===== config.mk =====
export PLATFORM = sky130hd
export DESIGN_NAME = lut_update_scheduler_flat
export DESIGN_NICKNAME = d
export VERILOG_FILES = /design/src/rtl/lut_update_scheduler_if.sv /design/src/rtl/lut_update_scheduler.sv /design/src/flat_wrapper.sv
export SDC_FILE = /design/constraint.sdc
export NUM_CORES = 1
export LEC_CHECK = 0
export ABC_AREA = 1
export BUFFER_PORTS_ARGS = -buffer_cell sky130_fd_sc_hd__buf_2
export CAP_MARGIN = 5
export CORE_ASPECT_RATIO = 0.9
export CORE_MARGIN = 4
export CORE_UTILIZATION = 50
export CTS_CLUSTER_DIAMETER = 120
export DETAILED_ROUTE_END_ITERATION = 8
export PLACE_DENSITY = 0.7
export SLEW_MARGIN = 20
export SYNTH_ARGS = -nofsm -noshare
export SYNTH_HDL_FRONTEND = slang
export SYNTH_SLANG_ARGS = --single-unit

===== constraint.sdc =====
create_clock -name clock -period 3.85 [get_ports clock]
set_input_delay 0.9625 -clock clock [delete_from_list [all_inputs] [get_ports clock]]
set_output_delay 0.9625 -clock clock [all_outputs]
set_load 0.03 [all_outputs]

===== src/rtl/lut_update_scheduler_if.sv =====
`default_nettype none
// +--------------------------------------------------------------------------+
// | lut_update_scheduler_if                                                  |
// | Pixel read, table update and LUT memory signals of the update scheduler. |
// | Rev 1.0                                                                  |
// +--------------------------------------------------------------------------+
interface lut_update_scheduler_if #(
    parameter int ADDR_BITS  = 9,
    parameter int DATA_WIDTH = 8,
    parameter int FIFO_AW    = 3
);
    logic                  rd_req;
    logic [ADDR_BITS-1:0]  rd_addr;
    logic                  rd_valid;
    logic                  mem_en;
    logic [ADDR_BITS-1:0]  mem_raddr;
    logic [ADDR_BITS-1:0]  mem_waddr;
    logic [DATA_WIDTH-1:0] mem_wdata;
    logic                  mem_we_rom;
    logic                  mem_we_ram;
    logic                  wr_req;
    logic                  wr_sel;
    logic [ADDR_BITS-1:0]  wr_addr;
    logic [DATA_WIDTH-1:0] wr_data;
    logic                  wr_ready;
    logic                  vblank;
    logic [FIFO_AW:0]      fifo_level;
    logic                  commit;
    logic                  overflow;
    logic                  clr_ovf;

    modport master (
        output rd_req, rd_addr, wr_req, wr_sel, wr_addr, wr_data, vblank, clr_ovf,
        input  rd_valid, mem_en, mem_raddr, mem_waddr, mem_wdata, mem_we_rom,
               mem_we_ram, wr_ready, fifo_level, commit, overflow
    );

    modport slave (
        input  rd_req, rd_addr, wr_req, wr_sel, wr_addr, wr_data, vblank, clr_ovf,
        output rd_valid, mem_en, mem_raddr, mem_waddr, mem_wdata, mem_we_rom,
               mem_we_ram, wr_ready, fifo_level, commit, overflow
    );
endinterface
`default_nettype wire


===== src/rtl/lut_update_scheduler.sv =====
`default_nettype none
// +--------------------------------------------------------------------------+
// | lut_update_scheduler                                                     |
// | Queues LUT table updates and commits them in vertical blanking while the |
// | pixel read stream passes straight through. Optional macro:               |
// | LUT_UPDATE_ANYTIME_EN (also drain outside vblank in idle read cycles).   |
// | Rev 1.0                                                                  |
// +--------------------------------------------------------------------------+
module lut_update_scheduler #(
    parameter int ADDR_BITS  = 9,
    parameter int DATA_WIDTH = 8,
    parameter int FIFO_AW    = 3
) (
    input  logic clock,
    input  logic reset_n,
    lut_update_scheduler_if.slave bus
);
    localparam int               c_EW    = 1 + ADDR_BITS + DATA_WIDTH;
    localparam int               c_DEPTH = 1 << FIFO_AW;
    localparam logic [FIFO_AW:0] c_FULL  = {1'b1, {FIFO_AW{1'b0}}};
    localparam logic [FIFO_AW:0] c_ONE   = {{FIFO_AW{1'b0}}, 1'b1};

    typedef enum logic [1:0] {
        S_IDLE  = 2'd0,
        S_DRAIN = 2'd1,
        S_STALL = 2'd2,
        S_DONE  = 2'd3
    } state_t;

    state_t                r_state;
    logic [c_EW-1:0]       r_mem [c_DEPTH];
    logic [FIFO_AW:0]      r_wptr;
    logic [FIFO_AW:0]      r_rptr;
    logic                  r_wr_ready;
    logic                  r_overflow;
    logic                  r_commit;
    logic                  r_rd_valid;
    logic                  r_we_rom;
    logic                  r_we_ram;
    logic [ADDR_BITS-1:0]  r_waddr;
    logic [DATA_WIDTH-1:0] r_wdata;

    logic [FIFO_AW:0]      w_level;
    logic [FIFO_AW:0]      w_level_nxt;
    logic                  w_empty;
    logic                  w_push;
    logic                  w_pop;
    logic                  w_head_sel;
    logic [ADDR_BITS-1:0]  w_head_addr;
    logic [DATA_WIDTH-1:0] w_head_data;
    logic                  w_conflict;
    logic                  w_gate;
    logic                  w_exit;
    logic                  w_start;
    logic                  w_resume;

    assign w_level     = r_wptr - r_rptr;
    assign w_empty     = (w_level == '0);
    assign w_push      = bus.wr_req & r_wr_ready;
    assign {w_head_sel, w_head_addr, w_head_data} = r_mem[r_rptr[FIFO_AW-1:0]];
    // A write to the entry currently being read would race the read; hold it off.
    assign w_conflict  = bus.rd_req & (w_head_addr == bus.rd_addr);

`ifdef LUT_UPDATE_ANYTIME_EN
    // Outside vblank a read cycle simply withholds the pop; staying in DRAIN
    // lets the very next idle read cycle pop, so alternating reads cannot starve it.
    assign w_gate   = ~bus.vblank & bus.rd_req;
    assign w_exit   = 1'b0;
    assign w_start  = ~w_empty;
    assign w_resume = 1'b1;
`else
    assign w_gate   = 1'b0;
    assign w_exit   = ~bus.vblank;
    assign w_start  = bus.vblank & ~w_empty;
    assign w_resume = bus.vblank;
`endif

    assign w_pop       = (r_state == S_DRAIN) & ~w_empty & ~w_exit & ~w_conflict & ~w_gate;
    assign w_level_nxt = w_level + {{FIFO_AW{1'b0}}, w_push} - {{FIFO_AW{1'b0}}, w_pop};

    always_ff @(posedge clock) begin
        if (w_push) begin
            r_mem[r_wptr[FIFO_AW-1:0]] <= {bus.wr_sel, bus.wr_addr, bus.wr_data};
        end
    end

    always_ff @(posedge clock or negedge reset_n) begin
        if (!reset_n) begin
            r_state    <= S_IDLE;
            r_wptr     <= '0;
            r_rptr     <= '0;
            r_wr_ready <= 1'b1;
            r_overflow <= 1'b0;
            r_commit   <= 1'b0;
            r_rd_valid <= 1'b0;
            r_we_rom   <= 1'b0;
            r_we_ram   <= 1'b0;
            r_waddr    <= '0;
            r_wdata    <= '0;
        end else begin
            r_rd_valid <= bus.rd_req;
            r_wr_ready <= (w_level_nxt != c_FULL);
            r_commit   <= (r_state == S_DONE);
            r_we_rom   <= w_pop & ~w_head_sel;
            r_we_ram   <= w_pop & w_head_sel;

            if (w_push) begin
                r_wptr <= r_wptr + c_ONE;
            end
            if (w_pop) begin
                r_rptr  <= r_rptr + c_ONE;
                r_waddr <= w_head_addr;
                r_wdata <= w_head_data;
            end

            if (bus.wr_req & ~r_wr_ready) begin
                r_overflow <= 1'b1;
            end else if (bus.clr_ovf) begin
                r_overflow <= 1'b0;
            end

            case (r_state)
                S_IDLE: begin
                    if (w_start) r_state <= S_DRAIN;
                end
                S_DRAIN: begin
                    if (w_empty || w_exit) begin
                        r_state <= S_IDLE;
                    end else if (w_conflict) begin
                        r_state <= S_STALL;
                    end else if (!w_gate && (w_level == c_ONE) && !w_push) begin
                        r_state <= S_DONE;
                    end
                end
                S_STALL: r_state <= w_resume ? S_DRAIN : S_IDLE;
                S_DONE:  r_state <= S_IDLE;
                default: r_state <= S_IDLE;
            endcase
        end
    end

    assign bus.mem_en     = bus.rd_req;
    assign bus.mem_raddr  = bus.rd_addr;
    assign bus.rd_valid   = r_rd_valid;
    assign bus.mem_waddr  = r_waddr;
    assign bus.mem_wdata  = r_wdata;
    assign bus.mem_we_rom = r_we_rom;
    assign bus.mem_we_ram = r_we_ram;
    assign bus.wr_ready   = r_wr_ready;
    assign bus.fifo_level = w_level;
    assign bus.commit     = r_commit;
    assign bus.overflow   = r_overflow;
endmodule
`default_nettype wire


===== src/flat_wrapper.sv =====
// flat-port wrapper written by rule: the top's interface ports become plain ports
module lut_update_scheduler_flat 
#(
    parameter int ADDR_BITS  = 9,
    parameter int DATA_WIDTH = 8,
    parameter int FIFO_AW    = 3
)
  (clock, reset_n, bus_rd_req, bus_rd_addr, bus_wr_req, bus_wr_sel, bus_wr_addr, bus_wr_data, bus_vblank, bus_clr_ovf, bus_rd_valid, bus_mem_en, bus_mem_raddr, bus_mem_waddr, bus_mem_wdata, bus_mem_we_rom, bus_mem_we_ram, bus_wr_ready, bus_fifo_level, bus_commit, bus_overflow);
  lut_update_scheduler_if #(.ADDR_BITS(ADDR_BITS), .DATA_WIDTH(DATA_WIDTH), .FIFO_AW(FIFO_AW)) bus_i ();
  input  logic clock;
  input  logic reset_n;
  input wire logic [$bits(bus_i.rd_req)-1:0] bus_rd_req;
  input wire logic [$bits(bus_i.rd_addr)-1:0] bus_rd_addr;
  input wire logic [$bits(bus_i.wr_req)-1:0] bus_wr_req;
  input wire logic [$bits(bus_i.wr_sel)-1:0] bus_wr_sel;
  input wire logic [$bits(bus_i.wr_addr)-1:0] bus_wr_addr;
  input wire logic [$bits(bus_i.wr_data)-1:0] bus_wr_data;
  input wire logic [$bits(bus_i.vblank)-1:0] bus_vblank;
  input wire logic [$bits(bus_i.clr_ovf)-1:0] bus_clr_ovf;
  output wire logic [$bits(bus_i.rd_valid)-1:0] bus_rd_valid;
  output wire logic [$bits(bus_i.mem_en)-1:0] bus_mem_en;
  output wire logic [$bits(bus_i.mem_raddr)-1:0] bus_mem_raddr;
  output wire logic [$bits(bus_i.mem_waddr)-1:0] bus_mem_waddr;
  output wire logic [$bits(bus_i.mem_wdata)-1:0] bus_mem_wdata;
  output wire logic [$bits(bus_i.mem_we_rom)-1:0] bus_mem_we_rom;
  output wire logic [$bits(bus_i.mem_we_ram)-1:0] bus_mem_we_ram;
  output wire logic [$bits(bus_i.wr_ready)-1:0] bus_wr_ready;
  output wire logic [$bits(bus_i.fifo_level)-1:0] bus_fifo_level;
  output wire logic [$bits(bus_i.commit)-1:0] bus_commit;
  output wire logic [$bits(bus_i.overflow)-1:0] bus_overflow;
  assign bus_i.rd_req = bus_rd_req;
  assign bus_i.rd_addr = bus_rd_addr;
  assign bus_i.wr_req = bus_wr_req;
  assign bus_i.wr_sel = bus_wr_sel;
  assign bus_i.wr_addr = bus_wr_addr;
  assign bus_i.wr_data = bus_wr_data;
  assign bus_i.vblank = bus_vblank;
  assign bus_i.clr_ovf = bus_clr_ovf;
  assign bus_rd_valid = bus_i.rd_valid;
  assign bus_mem_en = bus_i.mem_en;
  assign bus_mem_raddr = bus_i.mem_raddr;
  assign bus_mem_waddr = bus_i.mem_waddr;
  assign bus_mem_wdata = bus_i.mem_wdata;
  assign bus_mem_we_rom = bus_i.mem_we_rom;
  assign bus_mem_we_ram = bus_i.mem_we_ram;
  assign bus_wr_ready = bus_i.wr_ready;
  assign bus_fifo_level = bus_i.fifo_level;
  assign bus_commit = bus_i.commit;
  assign bus_overflow = bus_i.overflow;
  lut_update_scheduler #(.ADDR_BITS(ADDR_BITS), .DATA_WIDTH(DATA_WIDTH), .FIFO_AW(FIFO_AW)) u_core (.clock(clock), .reset_n(reset_n), .bus(bus_i));
endmodule

; Word level (Yosys, flattened, before mapping)
; Memory sizes are Yosys's and may differ from the RTL's.
; Cells that the tools add are included.
[totals]
regBits = 33
ram_bits = 144
output_inout_bits = 37
word_cells = 56
n_memories = 1
[memory_table]
columns = memory, words, width, read_ports, rd_clocked_by_memory_dff, write_ports, line_no
row1 = u_core.r_mem, 8, 18, 1, 0, 1, lut_update_scheduler.sv:31  ; logic [c_EW-1:0] r_mem [c_DEPTH];
[classes]
n_addsub = 5
n_eq_ne = 8
muxes = 10
bitwise = 14
reduce_logical = 7
[ops]
columns = cell, count
row1 = 1-bit bitwise AND, 9
row2 = 9-bit equality test, 1
row3 = "4-bit by 1-bit adder with 4-bit output, second input constant", 2
row4 = 2-bit 2-to-1 mux, 4
row5 = 2-bit case mux with 4 select lines, 1
row6 = 1-bit 2-to-1 mux, 5
row7 = 1-bit NOT, 5
row8 = 4-bit by 1-bit adder with 4-bit output, 1
row9 = "2-bit equality test, second input constant", 2
row10 = "4-bit by 1-bit equality test with 1-bit output, second input constant", 1
row11 = 4-bit logical NOT, 1
row12 = "4-bit by 3-bit inequality test with 1-bit output, second input constant", 1
row13 = "4-bit inequality test, second input constant", 1
row14 = 4-bit by 1-bit subtractor with 4-bit output, 1
row15 = 4-bit subtractor, 1
row16 = "2-bit by 1-bit equality test with 1-bit output, second input constant", 1
row17 = 2-bit logical NOT, 1
row18 = "2-bit by 1-bit inequality test with 1-bit output, second input constant", 1
row19 = 2-bit AND reduction, 1
row20 = 2-bit nonzero test, 1
row21 = 1-bit logical AND, 1
row22 = 1-bit logical NOT, 1
row23 = 1-bit logical OR, 1

; Longest topological paths before layout
; Gate-level depths: netlist of run 1.
[logic_depth]
depth_word = 8
mapped_depth = 27
mapped_depth_nobuf = 24

; Least setup slack after synthesis of run 1
; Ideal clock, no wire load.
[synth_path]
path_type = register to register
startpoint = register u_core.r_rptr[2]
endpoint = register u_core.r_wr_ready, in the netlist u_core.bus.wr_ready
arrival_time_ns = 4.075
slack_ns = -0.319
path_stages_with_launch = 26
path_buffers = 3
period_less_slack_ns = 4.169
cell_sequence = dfrtp_1 > inv_1 > clkbuf_1 > clkbuf_1 > ha_1 > a21oi_1 > nand2_1 > xor2_1 > inv_1 > ha_1 > nand3_1 > nand2_1 > inv_1 > nand2_1 > inv_1 > nand2_4 > buf_6 > inv_1 > ha_1 > inv_1 > ha_1 > inv_1 > fa_1 > nand2_1 > nor2_1 > o2111ai_1
[synth_via]
elab_chain_cells = 8
elab_cells_between_ends = 13
classes_between = 3 x add/sub / 2 x eq/ne / 6 x bitwise / 1 x reduce/logical / 1 x memory
[synth_rtl]
columns = element, line_no
row1 = "start, declared", lut_update_scheduler.sv:33  ; logic [FIFO_AW:0] r_rptr;
row2 = "start signal, assigned", lut_update_scheduler.sv:111  ; r_rptr <= r_rptr + c_ONE;
row3 = 4-bit subtractor, lut_update_scheduler.sv:57  ; assign w_level = r_wptr - r_rptr;
row4 = named net bus_fifo_level[3], flat_wrapper.sv:28  ; output wire logic [$bits(bus_i.fifo_level)-1:0] bus_fifo_level;
row5 = 4-bit logical NOT, lut_update_scheduler.sv:58  ; assign w_empty = (w_level == '0);
row6 = 1-bit NOT, lut_update_scheduler.sv:78  ; assign w_pop = (r_state == S_DRAIN) & ~w_empty & ~w_exit & ~w_conflict & ~w_gate;
row7 = 1-bit bitwise AND (3 in series), lut_update_scheduler.sv:78
row8 = named net u_core.w_pop, lut_update_scheduler.sv:47  ; logic w_pop;
row9 = 4-bit by 1-bit subtractor with 4-bit output, lut_update_scheduler.sv:79  ; assign w_level_nxt = w_level + {{FIFO_AW{1'b0}}, w_push} - {{FIFO_AW{1'b0}}, w_pop};
row10 = 4-bit inequality test, lut_update_scheduler.sv:102  ; r_wr_ready <= (w_level_nxt != c_FULL);
row11 = "end signal, assigned", lut_update_scheduler.sv:102
row12 = "end, declared", lut_update_scheduler.sv:34  ; logic r_wr_ready;
; The timed path passes the listed nets, and every way through them passes these cells.
; A chain may end at the register's enable or synchronous reset.

; Worst setup path after layout of run 1
[layout_path]
startpoint = register u_core.r_rptr[0]
endpoint = register u_core.r_wr_ready, in the netlist u_core.bus.wr_ready
[layout_via]
elab_chain_cells = 8
elab_cells_between_ends = 13
classes_between = 3 x add/sub / 2 x eq/ne / 6 x bitwise / 1 x reduce/logical / 1 x memory
[layout_rtl]
columns = element, line_no
row1 = 4-bit subtractor, lut_update_scheduler.sv:57
row2 = 4-bit logical NOT, lut_update_scheduler.sv:58
row3 = 1-bit NOT, lut_update_scheduler.sv:78
row4 = 1-bit bitwise AND (2 in series), lut_update_scheduler.sv:78
row5 = 1-bit bitwise AND (*), lut_update_scheduler.sv:78
row6 = named net u_core.w_pop, lut_update_scheduler.sv:47
row7 = 4-bit by 1-bit subtractor with 4-bit output (*), lut_update_scheduler.sv:79
row8 = 4-bit inequality test (*), lut_update_scheduler.sv:102
; The timed path passes the listed nets; every way through them passes the cells marked *.

==> qor.txt, run 1 <==
Register-to-Register Path Depth -> 21
Overflow after GRT -> 0
Clock Skew -> 0.00569 ns
DRC Markers -> 0
Placed Area -> 8160 um2
Rel. slew slack -> 47.8%
DRT iter0 DRCs -> 564
Num CTS Buffers -> 17
P_leak -> 0.00364 uW
Post-synthesis xor/xnor area fraction -> 0.803%
Pre-antenna DRT Iters -> 6
Vias -> 5182
Hold buffer count at cts -> 0
Status -> complete, no violations
Crit end category -> flop
Vias in the first global route -> 5121
Largest family of logic cells by synthesized area -> simple AND/OR/NAND/NOR gates
Area grow syn2layout -> 14.1%
I/O pin count -> 70
Vias/cell -> 5.41
PwrDens -> 828 nW/um2
Max_cap viols -> 0
WHS Path Cells -> 2
Clock sink count -> 177
Maximum clock rate -> 287 MHz
Reg-to-Reg Start -> u_core.r_rptr[0]$_DFFE_PN0P_
Post-Syn Instances -> 682
Switching part of the total -> 39.7%
Power share of the combinational group -> 41.8%
HP Class -> reg2reg
Worst slew pin tran -> 0.782 ns
WS Path Type -> reg2reg
Final period util -> 90.3%
Hold Path End -> u_core.bus.mem_waddr[7]$_DFFE_PN0P_
Core area -> 14800 um2
Final core occ -> 58.8%
Setup TNS -> 0 ns
Fillers -> 1224
Most Frequent Cell on Critical Path -> inv_1
Clk pwr share -> 22.5%
Die ar. -> 17300 um2
Worst vdd ir -> 0.000713 V
P_sw -> 2860 uW
Worst path depth -> 21
Sequential Power Share -> 35.7%
Worst-Skew Late Latency -> 0.43 ns
Final #Nets -> 793
Syn Area/Cell -> 11.2 um2
Final Critical Period -> 3.48 ns
Commonest non-fill, non-tap cell in the layout -> nand2_1
Top cell family by delay on the critical path -> adder cells
Total Routing Usage GR -> 20.7%
Min-delay src -> u_core.bus.mem_waddr[7]$_DFFE_PN0P_
Root Driver -> clkbuf_16
Post-CTS sizing -> 0
Design Area, Final -> 8710 um2
Worst Path Buf+Inv -> 7
Final WL -> 17.4 mm
Initial core utilization -> 51.5%
Minimum hold slack -> 0.479 ns
CTS tree -> done
Synth warnings -> 0
Postcts setup bufs -> 0
CTS H-tree depth -> 4
First-pass GRT wire length -> 27.7 mm
Worst-path clk slew -> 0.06 ns
Crit-path max FO -> 9
Simple-gate share of the synthesized area -> 16.8%
PortBufs -> 69
Max-slew violation count -> 0
WP data arrival -> 3.82 ns
FF-to-FF End -> u_core.bus.wr_ready$_DFF_PN1_
Register area share after synthesis -> 67.5%
Worst-path cell chain -> ha_1 > inv_1 > fa_1 > xor2_4 > inv_1 > ha_1 > nand3_1 > nand2_1 > inv_1 > nand2_1 > inv_1 > nand2_4 > inv_1 > ha_1 > inv_1 > ha_1 > inv_1 > fa_1 > nand2_1 > nor2_1 > o2111ai_1
Setup violations, final -> 0
Final Hold Viols -> 0
Detailed Place HPWL -> 10.4 mm
Type of origin of the critical path -> flop
Count of cell types in the netlist -> 31
#FFs+latches synth -> 177
RSZ-0062 raised after global routing -> false
Worst reg2reg setup slack -> 0.37 ns
Max stage delay on crit path -> 0.50 ns
Die span in y -> 125 um
Final WS setup -> 0.372 ns
Synth Net Count -> 727
Final Wtd Congestion -> 0.833
Chip width -> 138 um
Fraction of layout cells with a size suffix above 1 -> 17.4%
Initial antenna violation count -> 2
FP Rows -> 42
Post-DRT Antenna Nets -> 0
Max Buffers Root-to-Sink -> 2
Commonest non-fill, non-tap cells in the layout -> 165 x nand2_1, 144 x edfxtp_1, 69 x buf_2
WL per Instance -> 18.1 um
Post-synthesis mux area share -> 0%
Compound-cell area share of the yosys netlist -> 6.39%
Cell Area, Synth -> 7640 um2
Adder-Cell Fraction of Synth Area -> 2.16%
Int Pwr -> 4360 uW
Worst Path Required -> 4.19 ns
Largest net degree at the start of global routing -> 70
Pre-CTS WS -> 0.355 ns
Crit-path slowest cell -> fa_1
## metal layers
metal	GRT usage, %	up-vias	wire [um]
li1	-	2452	-
met1	26.9	2499	7340
met2	32.9	182	8370
met3	5.04	47	1160
met4	9.70	2	479
met5	0	-	13
## worst reg2reg max path, delay by kind of cell, from the launching register on
family	cells	cell delay, ns
buffers and inverters	7	0.42
AO/OA/AOI/OAI	1	0.13
XOR/XNOR	1	0.18
AND/OR/NAND/NOR	6	0.44
flip-flops	1	0.48
adder cells (fa/ha/maj)	6	1.74
## final cells by class
cell class / instances / area (um2) / share of cell area, %
timing repair buffer: 89 / 508 / 5.83
clock inverter: 13 / 123 / 1.41
multi-input combinational: 404 / 2030 / 23.3
sequential: 177 / 5150 / 59.1
inverter: 59 / 221 / 2.54
antenna: 1 / 2.50 / 0.0287
clock buffer: 17 / 425 / 4.88
tap: 198 / 248 / 2.84
## worst max path at each step
stage / start / to / slack, ns
6_report: u_core.r_rptr[0]$_DFFE_PN0P_ / u_core.bus.wr_ready$_DFF_PN1_ / 0.37
5_1_grt: u_core.r_rptr[0]$_DFFE_PN0P_ / u_core.bus.wr_ready$_DFF_PN1_ / 0.09
4_1_cts: u_core.r_rptr[0]$_DFFE_PN0P_ / u_core.bus.wr_ready$_DFF_PN1_ / 0.35
3_5_place_dp: u_core.r_rptr[0]$_DFFE_PN0P_ / u_core.bus.wr_ready$_DFF_PN1_ / 0.35
3_3_place_gp: u_core.r_rptr[0]$_DFFE_PN0P_ / u_core.bus.wr_ready$_DFF_PN1_ / 0.53
2_1_floorplan: u_core.r_rptr[1]$_DFFE_PN0P_ / u_core.bus.wr_ready$_DFF_PN1_ / 0.003
## synthesized netlist by cell type
| cell type | number | area share (%) |
|---|---|---|
| a211oi_1 | 1 | 0.098 |
| a21oi_1 | 35 | 2.3 |
| a221oi_1 | 16 | 1.8 |
| buf_1 | 2 | 0.098 |
| buf_2 | 14 | 0.92 |
| buf_4 | 13 | 1.3 |
| buf_6 | 6 | 0.88 |
| clkbuf_1 | 7 | 0.34 |
| dfrtp_1 | 32 | 10 |
| dfstp_2 | 1 | 0.34 |
| edfxtp_1 | 144 | 57 |
| fa_1 | 2 | 0.52 |
| ha_1 | 10 | 1.6 |
| inv_1 | 57 | 2.8 |
| inv_2 | 2 | 0.098 |
| nand2_1 | 165 | 8.1 |
| nand2_2 | 1 | 0.082 |
| nand2_4 | 1 | 0.15 |
| nand3_1 | 53 | 3.5 |
| nand3b_1 | 11 | 1.1 |
| nand4_1 | 2 | 0.16 |
| nor2_1 | 59 | 2.9 |
| nor3_1 | 1 | 0.065 |
| o2111ai_1 | 1 | 0.11 |
| o211ai_1 | 1 | 0.098 |
| o21ai_0 | 7 | 0.46 |
| o21ai_1 | 19 | 1.2 |
| o22ai_1 | 3 | 0.25 |
| or2_2 | 9 | 0.74 |
| xnor2_1 | 2 | 0.23 |
| xor2_1 | 5 | 0.57 |
## power groups by stage
| stage | sequential [uW] | clock (uW) | combinational (uW) |
|---|---|---|---|
| 4_1_cts | 2580 | 1650 | 3020 |
| 5_1_grt | 2610 | 1730 | 3370 |
| 2_1_floorplan | 2780 | 0 | 2050 |
| 3_5_place_dp | 2610 | 0 | 3000 |
| 3_3_place_gp | 2600 | 0 | 2900 |
| 6_report | 2580 | 1620 | 3020 |
## stage by stage
stage	total power (uW)	cells
2_1_floorplan	4830	682
3_3_place_gp	5490	927
3_5_place_dp	5620	927
4_1_cts	7250	957
5_1_grt	7700	958
6_report	7220	958
## cell families (layout without fill, tap and decap cells)
group	Yosys count	after routing
adders and majority gates	12	12
and+or+nand+nor	302	302
other	0	1
xor gates and xnor gates	7	7
AOI/OAI and AO/OA	83	83
buffers and inverters	101	178
DFF	177	177
## sequential cells by signal (all words and copies together), names as in the netlist
name                   cells
u_core.r_mem             144
u_core.bus.mem_waddr       9
u_core.bus.mem_wdata       8
u_core.r_rptr              4
u_core.r_wptr              4
u_core.r_state             2
u_core.bus.commit          1
u_core.bus.mem_we_ram      1
u_core.bus.mem_we_rom      1
u_core.bus.overflow        1
u_core.bus.rd_valid        1
u_core.bus.wr_ready        1
No activity file was read; power rests on OpenSTA's default activity.
==> run 2: changes to the inputs <==
- CORE_ASPECT_RATIO: 0.9 -> 1.4
==> run 2 against run 1 <==
Net effect: non-clock buffer count up 3; critical path type unchanged; routed wire length down 1.9%; via count up 1.7%; combinational power about the same; clock skew up 0.0059 ns; clock power up 3%; critical path depth up 2; hold slack worse by 0.0086 ns; sequential share of layout area down 0.18 points.
==> qor.txt, run 2 (same netlist as run 1, synthesis figures left out) <==
Status -> complete, no violations (unchanged)
Worst vdd ir -> 0.000811 V (was 0.000713 V)
Initial core utilization -> 51.0% (was 51.5%)
Clock sink count -> 177 (unchanged)
Overflow after GRT -> 0 (unchanged)
Max stage delay on crit path -> 0.48 ns (was 0.50 ns)
Area grow syn2layout -> 14.5% (was 14.1%)
Post-DRT Antenna Nets -> 0 (unchanged)
Most Frequent Cell on Critical Path -> nand2_1 (was inv_1)
Worst-path cell chain -> buf_4 > buf_4 > nand2_1 > nand2_1 > nand2_1 > nand2_1 > nand2_1 > nand2_1 > nor2_1 > nor2_1 > nand2_1 > nor2_1 > nand2_2 > nand2_4 > inv_1 > ha_1 > inv_1 > ha_1 > inv_1 > fa_1 > nand2_1 > nor2_1 > o2111ai_1 (was ha_1 > inv_1 > fa_1 > xor2_4 > inv_1 > ha_1 > nand3_1 > nand2_1 > inv_1 > nand2_1 > inv_1 > nand2_4 > inv_1 > ha_1 > inv_1 > ha_1 > inv_1 > fa_1 > nand2_1 > nor2_1 > o2111ai_1)
DRT iter0 DRCs -> 490 (was 564)
Max reg flops -> 144 (unchanged)
DRC Markers -> 0 (unchanged)
RSZ-0062 raised after global routing -> false (unchanged)
CTS tree -> done (unchanged)
Die span in y -> 154 um (was 125 um)
Die ar. -> 17300 um2 (about the same)
Postcts setup bufs -> 0 (unchanged)
Max-slew violation count -> 0 (unchanged)
Global routing usage on met2 -> 35.9% (was 32.9%)
Worst slew pin tran -> 0.750 ns (was 0.782 ns)
Hold buffer count at cts -> 0 (unchanged)
I/O pin count -> 70 (unchanged)
Worst-Skew Late Latency -> 0.43 ns (about the same)
Total Routing Usage GR -> 20.3% (was 20.7%)
CTS H-tree depth -> 4 (unchanged)
Final Critical Period -> 3.40 ns (was 3.48 ns)
Final core occ -> 58.3% (was 58.8%)
Root Driver -> clkbuf_16 (unchanged)
WP data arrival -> 3.75 ns (was 3.82 ns)
Worst reg2reg setup slack -> 0.45 ns (was 0.37 ns)
Final #Nets -> 796 (was 793)
Reg-to-Reg Start -> u_core.r_rptr[0]$_DFFE_PN0P_ (unchanged)
P_leak -> 0.00367 uW (was 0.00364 uW)
Min-delay src -> u_core.bus.mem_waddr[8]$_DFFE_PN0P_ (was u_core.bus.mem_waddr[7]$_DFFE_PN0P_)
Crit end category -> flop (unchanged)
HP Class -> reg2reg (unchanged)
Largest net degree at the start of global routing -> 42 (was 70)
WS Path Type -> reg2reg (unchanged)
Clock Skew -> 0.0116 ns (was 0.00569 ns)
Max_cap viols -> 0 (unchanged)
Worst-path clk slew -> 0.07 ns (was 0.06 ns)
Final Wtd Congestion -> 0.882 (was 0.833)
Type of origin of the critical path -> flop (unchanged)
Pre-antenna DRT Iters -> 5 (was 6)
Max Buffers Root-to-Sink -> 2 (unchanged)
Fraction of layout cells with a size suffix above 1 -> 18.3% (was 17.4%)
M3 GR Usage -> 3.60% (was 5.04%)
Setup TNS -> 0 ns (unchanged)
Chip width -> 112 um (was 138 um)
Final period util -> 88.4% (was 90.3%)
Start point of the critical path -> u_core.r_rptr[0]$_DFFE_PN0P_ (unchanged)
Worst Path Required -> 4.19 ns (about the same)
Vias -> 5271 (was 5182)
Detailed Place HPWL -> 10.9 mm (was 10.4 mm)
Vias in the first global route -> 5267 (was 5121)
Final WL -> 17.0 mm (was 17.4 mm)
Crit-path slowest cell -> fa_1 (unchanged)
First-pass GRT wire length -> 27.1 mm (was 27.7 mm)
Commonest non-fill, non-tap cells in the layout -> 165 x nand2_1, 144 x edfxtp_1, 69 x buf_2 (unchanged)
Num CTS Buffers -> 17 (unchanged)
Maximum clock rate -> 294 MHz (was 287 MHz)
PortBufs -> 69 (unchanged)
Final Hold Viols -> 0 (unchanged)
Rel. slew slack -> 50.0% (was 47.8%)
FP Rows -> 53 (was 42)
Busiest grt layer -> met2 (unchanged)
Post-CTS sizing -> 0 (unchanged)
Setup violations, final -> 0 (unchanged)
Crit-path max FO -> 30 (was 9)
PwrDens -> 826 nW/um2 (was 828 nW/um2)
Initial antenna violation count -> 0 (was 2)
WL per Instance -> 17.8 um (was 18.1 um)
Vias/cell -> 5.51 (was 5.41)
Commonest non-fill, non-tap cell in the layout -> nand2_1 (unchanged)
Core area -> 15000 um2 (was 14800 um2)
Global routing usage on met1 -> 24.5% (was 26.9%)
-- run 2: cell types whose count changed in the layout (fill, tap and decap cells not counted) --
| cell | before | now |
|---|---|---|
| inv_6 | 0 | 6 |
| bufinv_16 | 2 | 1 |
| clkbuf_1 | 0 | 1 |
| buf_4 | 19 | 23 |
| clkinv_1 | 5 | 1 |
| inv_8 | 0 | 3 |
| buf_12 | 1 | 0 |
| clkinvlp_4 | 4 | 3 |
| clkinv_2 | 1 | 0 |
| clkinv_4 | 1 | 0 |
-- run 2: stage by stage --
stage / area [um2] / hold slack, ns / worst slack [ns] / cells / total power, uW
finish: 8740 / 0.470 / 0.448 / 957 / 7220
floorplan: 7680 / 0.456 / 0.00348 / 682 / 4830
global route: 8740 / 0.495 / 0.133 / 956 / 7700
global placement: 8170 / 0.454 / 0.571 / 924 / 5490
detailed placement: 8170 / 0.458 / 0.476 / 924 / 5590
CTS: 8740 / 0.474 / 0.453 / 956 / 7250
-- run 2: layer usage --
metal  vias to the layer above  wire length, um
met3                        37             1260
met4                         0              362
met1                      2540             6470
met2                       232             8950
met5                         -                0
li1                       2462                -
-- run 2: cell type report --
class,count,area (um2)
Sequential cell,177,5150
Fill cell,1208,6250
Inverter,59,221
Multi-Input combinational cell,404,2030
Clock inverter,14,143
Tap cell,192,240
Clock buffer,18,429
Timing Repair Buffer,92,518
Antenna cell,1,2.50
-- run 2: worst max-delay path: cells and delay by family (launching register included) --
kind                       cells  cell delay (ns)
buffers and inverters          5             0.78
AOI/OAI and AO/OA              1             0.11
adders and majority gates      3             0.86
and+or+nand+nor               14             1.11
DFF                            1             0.45
-- run 2: where the power goes --
part           switching [uW]  total (uW)  internal [uW]
clock                     753        1670            914
combinational            1990        2990            998
sequential                141        2570           2430
total                    2880        7220           4340
-- run 2: final timing paths --
path	depth (start not counted)	to
max	23	u_core.bus.wr_ready$_DFF_PN1_
max reg2reg	23	u_core.bus.wr_ready$_DFF_PN1_
min	2	u_core.bus.mem_waddr[8]$_DFFE_PN0P_
min in group asynchronous	1	u_core.bus.mem_waddr[3]$_DFFE_PN0P_
max in group asynchronous	1	u_core.r_rptr[0]$_DFFE_PN0P_
min reg2reg	2	u_core.bus.mem_waddr[8]$_DFFE_PN0P_
